**src/rtl/debounce_bank.sv**
```systemverilog
// Multi-channel push-button/switch debouncer with a shared sample prescaler.
// Each channel provides a two-flop synchroniser, a consecutive-sample filter, edge strobes and a long-press/auto-repeat strobe.
module debounce_bank #(
   parameter int BOARD_CLOCK_FREQUENCY_IN_HZ = 100_000_000,
   parameter int SAMPLING_RATE               = 1000,
   parameter int CHANNELS                    = 4,
   parameter int STABLE_SAMPLES              = 4,
   parameter int HOLD_SAMPLES                = 1000,
   parameter int REPEAT_SAMPLES              = 200
) (
   input  logic                clk,
   input  logic                rst,
   input  logic [CHANNELS-1:0] in,
   output logic [CHANNELS-1:0] out,
   output logic [CHANNELS-1:0] rise,
   output logic [CHANNELS-1:0] fall,
   output logic [CHANNELS-1:0] hold,
   output logic                tick
);

   localparam int DIV      = BOARD_CLOCK_FREQUENCY_IN_HZ / SAMPLING_RATE;
   localparam int PW       = $clog2(DIV);
   localparam int SW       = $clog2(STABLE_SAMPLES) + 1;
   localparam int HMAX     = (HOLD_SAMPLES > REPEAT_SAMPLES) ? HOLD_SAMPLES : REPEAT_SAMPLES;
   localparam int HW       = $clog2((HMAX > 0) ? HMAX : 1) + 1;
   localparam int HOLD_END = HOLD_SAMPLES + REPEAT_SAMPLES - 1;

   logic [PW-1:0] pre_count;
   logic          tick_en;
   logic          tick_q;

   assign tick_en = (pre_count == PW'(DIV - 1));
   assign tick    = tick_q;

   // tick is delayed one clock so it lines up with the registered strobes it caused.
   always_ff @(posedge clk) begin
      if (rst) begin
         pre_count <= '0;
         tick_q    <= 1'b0;
      end else begin
         tick_q <= tick_en;
         if (tick_en) begin
            pre_count <= '0;
         end else begin
            pre_count <= pre_count + PW'(1);
         end
      end
   end

   for (genvar i = 0; i < CHANNELS; i++) begin : g_ch
      logic          s1;
      logic          s2;
      logic [SW-1:0] cnt;
      logic [HW-1:0] hcnt;
      logic          out_q;
      logic          rise_q;
      logic          fall_q;
      logic          hold_q;
      logic          flip;

      assign flip    = (s2 != out_q) && (cnt == SW'(STABLE_SAMPLES - 1));
      assign out[i]  = out_q;
      assign rise[i] = rise_q;
      assign fall[i] = fall_q;
      assign hold[i] = hold_q;

      // The hold counter restarts at HOLD_SAMPLES after each repeat so it never exceeds HOLD+REPEAT-1.
      always_ff @(posedge clk) begin
         if (rst) begin
            s1     <= 1'b0;
            s2     <= 1'b0;
            cnt    <= '0;
            hcnt   <= '0;
            out_q  <= 1'b0;
            rise_q <= 1'b0;
            fall_q <= 1'b0;
            hold_q <= 1'b0;
         end else begin
            s1     <= in[i];
            s2     <= s1;
            rise_q <= 1'b0;
            fall_q <= 1'b0;
            hold_q <= 1'b0;
            if (!out_q) begin
               hcnt <= '0;
            end
            if (tick_en) begin
               if (s2 == out_q) begin
                  cnt <= '0;
               end else if (flip) begin
                  out_q  <= s2;
                  cnt    <= '0;
                  rise_q <= s2;
                  fall_q <= !s2;
                  hcnt   <= '0;
               end else begin
                  cnt <= cnt + SW'(1);
               end
               if (out_q && !flip && HOLD_SAMPLES != 0) begin
                  if (REPEAT_SAMPLES != 0 && int'(hcnt) == HOLD_END) begin
                     hcnt   <= HW'(HOLD_SAMPLES);
                     hold_q <= 1'b1;
                  end else if (int'(hcnt) == HOLD_SAMPLES - 1) begin
                     hcnt   <= hcnt + HW'(1);
                     hold_q <= 1'b1;
                  end else if (int'(hcnt) < HOLD_SAMPLES || REPEAT_SAMPLES != 0) begin
                     hcnt <= hcnt + HW'(1);
                  end
               end
            end
         end
      end
   end

endmodule

```
**config.mk**
```make
export PLATFORM = sky130hd
export DESIGN_NAME = debounce_bank
export DESIGN_NICKNAME = d
export VERILOG_FILES = /design/src/rtl/debounce_bank.sv
export SDC_FILE = /design/constraint.sdc
export NUM_CORES = 1
export LEC_CHECK = 0
export ABC_CLOCK_PERIOD_IN_PS = 2100
export BUFFER_PORTS_ARGS = -buffer_cell sky130_fd_sc_hd__buf_2
export CORE_UTILIZATION = 55
export CTS_BUF_LIST = sky130_fd_sc_hd__clkbuf_4
export DETAILED_ROUTE_END_ITERATION = 6
export PLACE_DENSITY_LB_ADDON = 0.05
export SYNTH_ARGS = -nofsm -noshare
export SYNTH_HDL_FRONTEND = slang
export SYNTH_SLANG_ARGS = --single-unit
```
**constraint.sdc**
```tcl
create_clock -name clk -period 2.1 [get_ports clk]
set_clock_uncertainty 0.2 [all_clocks]
set_input_delay 0.21 -clock clk [delete_from_list [all_inputs] [get_ports clk]]
set_output_delay 0.21 -clock clk [all_outputs]
set_load 0.02 [all_outputs]
```
# After elaboration in Yosys (flattened, before gate mapping)
# Index checks and enable logic that the tools add are counted.
# totals
reg_bits	98
in_bits	6
output_inout_bits	17
# op_classes
add_sub_neg	9
eq_ne	21
muxes	40
bitwise_logic	13
reduce_logical	29
# op_table
operator	n
11-bit 2-to-1 mux	24
11-bit == test, second input constant	8
11-bit by 1-bit adder with 11-bit output, second input constant	4
3-bit 2-to-1 mux	8
17-bit by 1-bit adder with 17-bit output, second input constant	1
17-bit == test, second input constant	1
4-bit OR reduction	4
1-bit NOT	13
3-bit by 1-bit adder with 3-bit output, second input constant	4
3-bit by 2-bit == test with 1-bit output, second input constant	4
3-bit AND reduction	4
3-bit OR reduction	4
1-bit logical AND	8
1-bit logical NOT	8
1-bit 2-to-1 mux	8
1-bit == test	4
1-bit inequality test	4
2-bit OR reduction	1

# Longest topological paths before layout
# logic_depth
word_depth	6
ltp_mapped	8

# Worst setup path after synthesis
# OpenSTA, ideal clock, no wires.
# synth_timing
path_kind	reg2reg
from	register pre_count[0]
to	register g_ch[1].hcnt[10]
arrival_ns	1.956
slack_ns	-0.116
stages_incl_launch_ff	9
path_buffers	2
cell_sequence	dfxtp_1 ha_1 and4_1 nand2b_1 buf_2 nor4_4 buf_2 o2111ai_1 nand2_1
# synth_via
elab_chain_cells	2
# synth_lines
item	line	rtl
start, declared	28	logic [PW-1:0] pre_count;
start signal, assigned	45	pre_count <= pre_count + PW'(1);
17-bit == test	32	assign tick_en = (pre_count == PW'(DIV - 1));
11-bit 2-to-1 mux	87	if (tick_en) begin
end signal, assigned	101	hcnt <= HW'(HOLD_SAMPLES);
end signal, assigned	104	hcnt <= hcnt + HW'(1);
end signal, assigned	107	hcnt <= hcnt + HW'(1);
end, declared	54	logic [HW-1:0] hcnt;
# No other way between the ends.
# A chain may end at the register's enable or synchronous reset.

# Worst setup path after layout
# layout_timing
from	register pre_count[0]
to	register g_ch[2].hcnt[10]
# layout_via
elab_chain_cells	2
# layout_lines
item	line
17-bit == test	32
11-bit 2-to-1 mux	87
end signal, assigned	101
end signal, assigned	104
end signal, assigned	107
end, declared	54
# No other way between the ends.

==> results by group <==
Drt
  • Top Metal Used: met4
  • Metal-1 WL: 4794 um
  • Met3 WL post-DR: 372 um
  • Metal2 WL: 5302 um
  • Vias per Instance: 5.776
  • Via count: 4315
  • Initial drt markers: 197
  • Pre-antenna DRT Iters: 5
  • Final wirelength: 10690 um
  • DRC violations left: 0
  • Antenna-violating nets left: 0
  • Drt wl/cell: 14.31 um

CTS
  • Clk slew on worst S/H paths: 0.15 ns
  • Clock latency on the worst-skew pair: 0.45 ns
  • Buffer levels on the longest clock path: 2
  • TritonCTS clock tree: yes
  • H-tree levels: 3
  • Number of CTS-inserted buffers: 9
  • Clk sinks: 98
  • Root Driver: clkbuf_4

Place
  • Dpl ws: -0.05343 ns
  • Placed cell count: 711
  • Dpl hpwl: 7501 um
  • # port buffers: 22
  • Routability cong.: 0.9273

Floorplanning
  • Initial Util: 57.39%
  • # IOs: 23
  • Die W: 95.06 um
  • Placement Rows: 33
  • Die height: 95.06 um
  • Core area: 0.008299 mm2
  • Die footprint: 0.009036 mm2

Global route
  • Largest net degree at the start of global routing: 22
  • Initial antenna violation count: 0
  • Grt total ovfl: 0
  • Vias in the first global route: 3963
  • First-pass GRT wire length: 17670 um
  • Total global-route track usage: 24.67%

Critical path
  • Startpoint Class: flop
  • Slowest library cell on the worst path: dfxtp_2
  • CP bufs+invs: 1
  • Setup crit start: pre_count[0]
  • CP Cell Sequence: ha_4 -> and4_4 -> nand2b_4 -> buf_4 -> or3_4 -> or3_1 -> mux2i_1
  • Critical path required time: 2.29 ns
  • Setup Crit Path Kind: reg -> reg
  • Worst r2r src: pre_count[0]
  • Slowest stage delay, CP: 0.39 ns
  • Critical path peak fanout: 4
  • CP endpoint kind: flop
  • Worst endpoint data arrival time: 2.26 ns
  • Family with the most delay on the worst path: simple AND/OR/NAND/NOR gates

Worst hold path
  • Type of the most critical hold path: reg -> reg
  • HP Start: g_ch[3].s1

Timing
  • Slew margin rel.: 75.84%
  • Fin crit share: 98.67%
  • Minimum clock period: 2.072 ns
  • Final Max Tran Viols: 0
  • Fin Hold WS: 0.2565 ns
  • Fmax: 0.4826 GHz
  • RSZ-0062 raised after global routing: true
  • Hold Vio Cnt, Final: 0
  • Setup violations, final: 0
  • Setup ws final: 0.02785 ns
  • Worst Tran Pin Value: 0.3624 ns

Final layout
  • Layout Nets: 652
  • Fin cells: 747
  • Share of layout cells above drive strength 1: 22.12%
  • Area delta synth->final: 18.86%
  • Antenna cells: 0

Synth
  • Post-synth EDFFs: 0
  • #FFs+latches synth: 98
  • Most frequent cells after synthesis: dfxtp_1, nand2_1, nor2_1
  • Post-synth ARST share: 0%
  • Cell taking the most area after synthesis: dfxtp_1
  • Yosys top cell area share: 41.19%
  • Predominant post-synthesis flop cell: dfxtp_1
  • Count leader, synth: dfxtp_1
  • Syn Area/Cell: 8.401 um2
  • Synth unique cells: 61
  • Synth Net Count: 582
  • Cell area after synthesis: 0.004763 mm2
  • Register area share after synthesis: 41.19%
  • Synth area leaders: dfxtp_1, nand3_1, nand2_1
  • Post-Syn Instances: 567
  • Ys Warns: 0

Power and ir drop
  • Power Density: 531.0 mW/mm2
  • Max VDD drop: 0.3993 mV
  • Leakage: 2.194 nW
  • Total design power: 3.006 mW

Job
  • MaxCap Viol Count: 0

Status
  • Status: complete, no violations
==> area by class of cell <==
cell class              instances  area, um2
inverters                      18      67.56
well taps                     105      131.4
clock inverters                 7      76.32
multi-input cells             416       2661
flip-flops and latches         98       1969
fillers                       725       2638
repair buffers                 94      688.2
clock buffers                   9      67.56
==> layer usage <==
metal,up-vias,global-route usage (%)
met5,-,0
met4,0,11.24
met3,22,3.509
met2,69,42.14
met1,2034,30.61
li1,2190,-
==> registers in the layout, indices dropped and copies added, names as in the netlist <==
signal / cells
g_ch.fall_q: 4
g_ch.hold_q: 4
pre_count: 17
tick: 1
g_ch.s1: 4
g_ch.hcnt: 44
g_ch.s2: 4
g_ch.cnt: 12
g_ch.rise_q: 4
g_ch.out_q: 4
==> stage by stage <==
step	util, %	instance area, um2	setup TNS, ns
after floorplan	-	4778	0
after global placement	62.85	5216	-0.04965
after detailed placement	62.85	5216	-0.1010
after CTS	65.82	5463	0
after global routing	68.22	5662	-0.02028
final	68.22	5662	0
==> cells by family (layout without fill, tap and decap cells) <==
| family | after synthesis | after routing | synth area share (%) |
|---|---|---|---|
| AO/OA/AOI/OAI | 105 | 105 | 13.58 |
| flip-flops | 98 | 98 | 41.19 |
| adder cells (fa/ha/maj) | 9 | 9 | 2.364 |
| AND/OR/NAND/NOR | 277 | 277 | 32.44 |
| buffers and inverters | 53 | 128 | 5.621 |
| XOR/XNOR | 19 | 19 | 3.494 |
| multiplexers | 6 | 6 | 1.313 |
==> report_power, final <==
group	internal, mW	switching (mW)	total [mW]
Combinational	0.0386	0.0363	0.0749
Sequential	1.87	0.00900	1.88
Clock	0.377	0.673	1.05
Total	2.29	0.719	3.01
==> cells in the final DEF, fill, tap and decap left out, types with 12 or more instances in the layout <==
cell / instances
a21oi_1: 31
buf_2: 24
buf_4: 58
dfxtp_1: 94
inv_1: 18
nand2_1: 52
nand3_1: 42
nand4_1: 17
nor2_1: 52
nor2b_1: 12
nor4_1: 13
o21ai_0: 25
xor2_1: 13
==> path summary, 6_finish.rpt <==
path                                          to  slack [ns]  cells after the start
worst max-delay path            g_ch[2].hcnt[10]        0.03                      7
worst min-delay path                  g_ch[3].s2        0.26                      1
worst min register to register        g_ch[3].s2        0.26                      1
worst max register to register  g_ch[2].hcnt[10]        0.03                      7
==> what timing repair did <==
item	4_1_cts	5_1_grt
gates cloned	0	2
hold buffers	9	0
setup buffers	0	9
gates resized for setup	3	35
hold endpoints to repair	26	0
setup endpoints to repair	10	46
pin swaps	2	19
Power figures use the tool's default switching activity.
